## src/rtl/g_prbs_lfsr.sv

```systemverilog
// g_prbs_lfsr: XNOR Fibonacci LFSR that either loads serial data (seeding) or free-runs.
// Latency: state updates one clk after en; exp_bit and seed_ones are combinational on state/din.
// Backpressure: none; en=0 simply holds the register.
// Ports: clk, rst_n (async active-low), en (advance), load (1: shift din in, 0: shift exp_bit in),
//        din (serial input), exp_bit (next expected bit), seed_ones (register would become all-ones if din is loaded).
module g_prbs_lfsr #(
  parameter int W     = 7,
  parameter int TAP_A = 6,
  parameter int TAP_B = 5
) (
  input  logic clk,
  input  logic rst_n,
  input  logic en,
  input  logic load,
  input  logic din,
  output logic exp_bit,
  output logic seed_ones
);

  logic [W-1:0] s;

  assign exp_bit = ~(s[TAP_A] ^ s[TAP_B]);

  // Looks one bit ahead so the FSM can reject the XNOR lockup seed on the
  // same edge that completes it.
  assign seed_ones = &{s[W-2:0], din};

  always_ff @(posedge clk or negedge rst_n) begin
    if (!rst_n) begin
      s <= '0;
    end else if (en) begin
      s <= {s[W-2:0], load ? din : exp_bit};
    end
  end

endmodule

```

## config.mk

```make
export PLATFORM = sky130hd
export DESIGN_NAME = g_prbs_lfsr
export DESIGN_NICKNAME = d
export VERILOG_FILES = /design/src/rtl/g_prbs_lfsr.sv
export SDC_FILE = /design/constraint.sdc
export NUM_CORES = 1
export LEC_CHECK = 0
export CAP_MARGIN = 25
export CORE_AREA = 2 2 39 41
export DETAILED_ROUTE_END_ITERATION = 10
export DIE_AREA = 0 0 41 43
export GPL_TIMING_DRIVEN = 0
export PLACE_DENSITY = 0.44
export SYNTH_ARGS = -nofsm -noshare
export SYNTH_HDL_FRONTEND = slang
export SYNTH_SLANG_ARGS = --single-unit
export TNS_END_PERCENT = 50
```

## constraint.sdc

```tcl
create_clock -name clk -period 1.9 [get_ports clk]
set_input_delay 0.57 -clock clk [delete_from_list [all_inputs] [get_ports clk]]
set_output_delay 0.57 -clock clk [all_outputs]
set_load 0.02 [all_outputs]
```

==> results of run 1 <==
-- cells by family (layout without fill, tap and decap cells) --
kind of cell           Yosys count  in the layout  share of synthesized area, %
AO/OA/AOI/OAI                    1              1                          3.29
XOR/XNOR                         1              1                          2.88
buffers and inverters            2             11                          4.94
flip-flops                       7              7                          57.6
multiplexers                     6              6                          22.2
AND/OR/NAND/NOR                  5              5                          9.05
-- stage by stage --
stage	instances	total power (uW)	setup WS (ps)
after CTS	47	582	111
after global routing	47	615	57.7
after global placement	43	451	-551
after detailed placement	43	457	-551
after floorplan	22	377	378
final	47	567	132
-- timing repair --
| item | CTS | global route |
|---|---|---|
| endpoints found under the hold margin | 0 | 0 |
| hold buffers | 0 | 0 |
| gates resized for setup | 7 | 0 |
| setup endpoints to repair | 2 | 0 |
-- critical path: stages (launching register included) --
cell           delay (ps)
dfrtp_1               410
xnor2_1               180
dlygate4sd2_1         350
-- power by group through the flow --
stage | clock, uW | sequential, uW | combinational [uW]
finish | 135 | 273 | 160
global route | 156 | 284 | 175
CTS | 143 | 274 | 165
detailed placement | 0 | 276 | 181
global placement | 0 | 274 | 176
floorplan | 0 | 259 | 118
-- synth_stat cells --
library cell / n
and3_1: 1
nor2b_1: 1
nor2_1: 1
nand3_1: 1
inv_1: 1
buf_6: 1
dfrtp_1: 7
a221o_1: 1
mux2_2: 3
xnor2_1: 1
nand4_1: 1
mux2_1: 3
-- area by class of cell --
type                            instances  area, um2  area share [%]
Timing Repair Buffer                    5       45.0            11.4
Sequential cell                         7        175            44.3
Buffer                                  1       11.3            2.85
Tap cell                               16       20.0            5.06
Inverter                                1       3.75           0.949
Multi-Input combinational cell         13        114            28.8
Clock buffer                            4       26.3            6.65
-- how the worst max path moves through the flow --
stage	slack [ps]	depth (start not counted)	start	end
final	130	2	s[5]	exp_bit
after detailed placement	-550	4	din	seed_ones
after CTS	110	2	s[5]	exp_bit
after global routing	60	2	s[5]	exp_bit
after floorplan	380	2	din	seed_ones
after global placement	-550	4	din	seed_ones
-- metal layers --
layer	track usage, %	vias up
met5	0	-
met3	4.71	3
li1	-	98
met1	10.2	91
met4	8.00	0
met2	10.3	7
==> results.tsv, run 1 <==
metric	value	unit
status	finished clean	
VDD IR max	420	uV
antenna violations before repair	0	
Starting Density	22.0	%
Pleak	0.000177	uW
Top Metal Used	met4	
met2 WL	244	um
postcts setup bufs	0	
chip height	43	um
total track usage	8.60	%
Fin. Hold Viols	0	
Die ar.	0.00176	mm2
crit path max fanout	4	
RSZ-0062 raised after global routing	false	
Post-Route WL	534	um
Post-DRT Antenna Nets	0	
hold wc startpoint	s[4]	
relative slew slack	77.6	%
worst slew pin tran	334	ps
Reg-to-Reg End	s[0]	
Mapped Cells	22	
diodes inserted	0	
maxcap violations	0	
post-synth top area share	57.6	%
FF+latch count, synth	7	
FILL cells	144	
Num CTS Buffers	3	
vias in the first global route	225	
FF-to-FF path depth	2	
H-tree depth	1	
sequential share of power	48.0	%
syn_nets	27	
DP HPWL	395	um
DIE WIDTH	41	um
largest net degree at the start of global routing	10	
nets@finish	37	
core area	0.00138	mm2
Largest register FFs	7	
Core Rows	14	
PD cells	1430	mW/mm2
vias	199	
global route overflow	0	
Reg clk slew, reported paths	50	ps
synth top area cells	dfrtp_1 (58%), mux2_1 (11%), mux2_2 (11%)	
Vias per Instance	4.23	
Skew-Pair Late Insertion Delay	250	ps
initial drt markers	1	
Tcrit/Tclk final	93.1	%
area grow syn2layout	30.0	%
clock share of power	23.8	%
area leader, netlist	dfrtp_1	
final hold slack	518	ps
Max Slew Vio Count	0	
top flop regs	s (7)	
WL/cell	11.4	um
switching share of power	31.4	%
first-pass GRT wire length	910	um
commonest non-fill, non-tap cell in the layout	dfrtp_1	
Area after DPL	374	um2
Hold Path Sink	s[5]	
reg2reg start	s[5]	
Placer Congestion	0.693	
Cell Area, Synth	304	um2
Gate power share	28.1	%
input/output buffers	5	
commonest non-fill, non-tap cells in the layout	dfrtp_1 (7), mux2_2 (3), mux2_1 (3), clkbuf_4 (3)	
final instance area	395	um2
Final min period	1770	ps
final core utilization	28.6	%
library cells used by synthesis	12	
WL met1	235	um
hold path depth	1	
clock buffer depth	2	
CP Capture Type	output port	
TritonCTS clock tree	built	
Pre-antenna DRT Iters	2	
remaining routing DRC violations	0	
total negative setup slack	0	ps
reg-to-reg slack, setup	920	ps
Setup CP Type	flop to output port	
Largest Register	s	
post-synthesis sequential area ratio	57.6	%
Switching Power	178	uW
Worst EP arrival	1200	ps
synthesized area per cell	13.8	um2
Final setup viols	0	
startpoint types	flop	
CTS root buf	clkbuf_4	
Sink Count	7	
Ports	7	
fmax	566	MHz
WP data required	1330	ps
share of layout cells above drive strength 1	25.8	%
Internal	389	uW
Worst Hold Class	flop to flop	
Worst Skew	5.68	ps
YS warnings	0	
metal3 WL	30	um
Note: power is estimated with default switching activity, not from simulation.
==> inputs of run 2 (changes only) <==
--- a/config.mk
+++ b/config.mk
@@ -7,6 +7,7 @@
 export LEC_CHECK = 0
 export CAP_MARGIN = 25
 export CORE_AREA = 2 2 39 41
+export CTS_BUF_LIST = sky130_fd_sc_hd__clkbuf_8
 export DETAILED_ROUTE_END_ITERATION = 10
 export DIE_AREA = 0 0 41 43
 export GPL_TIMING_DRIVEN = 0
==> run 2 against run 1 <==
Against the previous run: die area unchanged; largest cell class unchanged; clock skew down 2.5 ps; largest power group unchanged; power grew 12%; non-clock buffer count is the same; final cell count is the same; via count down 0.50%; flip-flop and latch count is the same; combinational power is essentially flat.
==> results.tsv, run 2 (synthesis gave the netlist of run 1 again) <==
metric	value	unit	change
status	finished clean		
Num CTS Buffers	3		unchanged
clock buffer depth	2		unchanged
Worst Hold Class	flop to flop		
Post-Route WL	534	um	unchanged
DIE WIDTH	41	um	unchanged
antenna violations before repair	0		unchanged
vias	198		-0.50%
switching share of power	29.3	%	-2.1 points
Worst EP arrival	1170	ps	-30 ps
global route overflow	0		unchanged
crit path max fanout	4		unchanged
Post-Place Worst Slack	-551	ps	unchanged
commonest non-fill, non-tap cells in the layout	dfrtp_1 (7), mux2_2 (3), mux2_1 (3), clkbuf_8 (3)		
Vias per Instance	4.21		-0.50%
Die ar.	0.00176	mm2	unchanged
worst slew pin tran	332	ps	-2.47 ps
Sink Count	7		unchanged
H-tree depth	1		unchanged
VDD IR max	497	uV	+18%
Setup CP Type	flop to output port		
area grow syn2layout	36.2	%	
Tcrit/Tclk final	91.5	%	-1.6 points
commonest non-fill, non-tap cell in the layout	dfrtp_1		
Gate power share	25.2	%	-2.9 points
Largest register FFs	7		unchanged
Fin. Hold Viols	0		unchanged
CP Capture Type	output port		
PD cells	1530	mW/mm2	+6.9%
largest net degree at the start of global routing	10		unchanged
Core Rows	14		unchanged
Skew-Pair Late Insertion Delay	230	ps	-20 ps
Internal	449	uW	+15%
Pleak	0.000189	uW	+6.7%
first-pass GRT wire length	910	um	unchanged
initial drt markers	1		unchanged
relative slew slack	77.8	%	+0.16 points
final instance area	414	um2	+4.7%
Area after DPL	374	um2	unchanged
maxcap violations	0		unchanged
Pre-antenna DRT Iters	2		unchanged
Largest Register	s		
Starting Density	22.0	%	unchanged
Final setup viols	0		unchanged
remaining routing DRC violations	0		unchanged
Placer Congestion	0.693		unchanged
input/output buffers	5		unchanged
worst setup margin	162	ps	+30.6 ps
DP HPWL	395	um	unchanged
total track usage	8.30	%	-0.30 points
sequential share of power	43.0	%	-5.0 points
nets@finish	37		unchanged
clock share of power	31.8	%	+8.0 points
RSZ-0062 raised after global routing	false		
TritonCTS clock tree	built		
Max Slew Vio Count	0		unchanged
chip height	43	um	unchanged
Switching Power	186	uW	+4.6%
vias in the first global route	227		+0.89%
top flop regs	s (7)		
fmax	576	MHz	+1.8%
Reg clk slew, reported paths	40	ps	about the same
Ports	7		unchanged
CTS root buf	clkbuf_8		
diodes inserted	0		unchanged
Worst Skew	3.23	ps	-2.45 ps
FILL cells	142		-1.4%
Final min period	1740	ps	-30.6 ps
WL/cell	11.4	um	unchanged
share of layout cells above drive strength 1	25.8	%	unchanged
core area	0.00138	mm2	unchanged
WP data required	1330	ps	about the same
Post-DRT Antenna Nets	0		unchanged
startpoint types	flop		
run 2: power groups by stage:
stage / combinational (uW) / clock, uW / sequential (uW)
after floorplan: 118 / 0 / 259
after global placement: 176 / 0 / 274
after detailed placement: 181 / 0 / 276
after CTS: 165 / 209 / 275
after global routing: 175 / 221 / 285
final: 160 / 202 / 273
run 2: final cells by class:
type / instances / area [um2] / share of cell area (%)
flip-flops and latches: 7 / 175 / 42.3
repair buffers: 5 / 45.0 / 10.9
multi-input cells: 13 / 114 / 27.5
clock inverters: 1 / 3.75 / 0.906
plain buffers: 1 / 11.3 / 2.72
clock buffers: 3 / 41.3 / 9.97
inverters: 1 / 3.75 / 0.906
well taps: 16 / 20.0 / 4.83
run 2: worst paths after layout:
check                      startpoint      end  slack (ps)  depth (start not counted)
min reg2reg                      s[4]     s[5]         520                          1
min                              s[4]     s[5]         520                          1
max in group asynchronous       rst_n     s[4]        1040                          1
max                              s[5]  exp_bit         160                          2
max reg2reg                      s[5]     s[0]         930                          2
min in group asynchronous       rst_n     s[5]         610                          1
run 2: per-stage QoR:
step           power (uW)  cells  setup TNS [ps]  util [%]  hold slack [ps]
3_5_place_dp          457     43            -551      27.0              510
3_3_place_gp          451     43            -551      27.0              491
2_1_floorplan         377     22               0         -              274
4_1_cts               648     47               0      29.9              527
5_1_grt               681     47               0      29.9              547
6_report              635     47               0      29.9              517
run 2: critical path: stages (launching register included):
cell           delay [ps]
dfrtp_1               410
xnor2_1               180
dlygate4sd2_1         350
run 2: repair_timing:
item | 4_1_cts | 5_1_grt
endpoints found under the setup margin | 2 | 0
hold buffers | 0 | 0
setup buffers | 0 | 0
resized for setup | 7 | 0
run 2: metal layers:
metal	up-vias	wire length (um)	track usage (%)
li1	97	-	-
met1	91	238	10.2
met2	7	242	10.3
met3	3	30	3.14
met4	0	22	8.00
met5	-	0	0
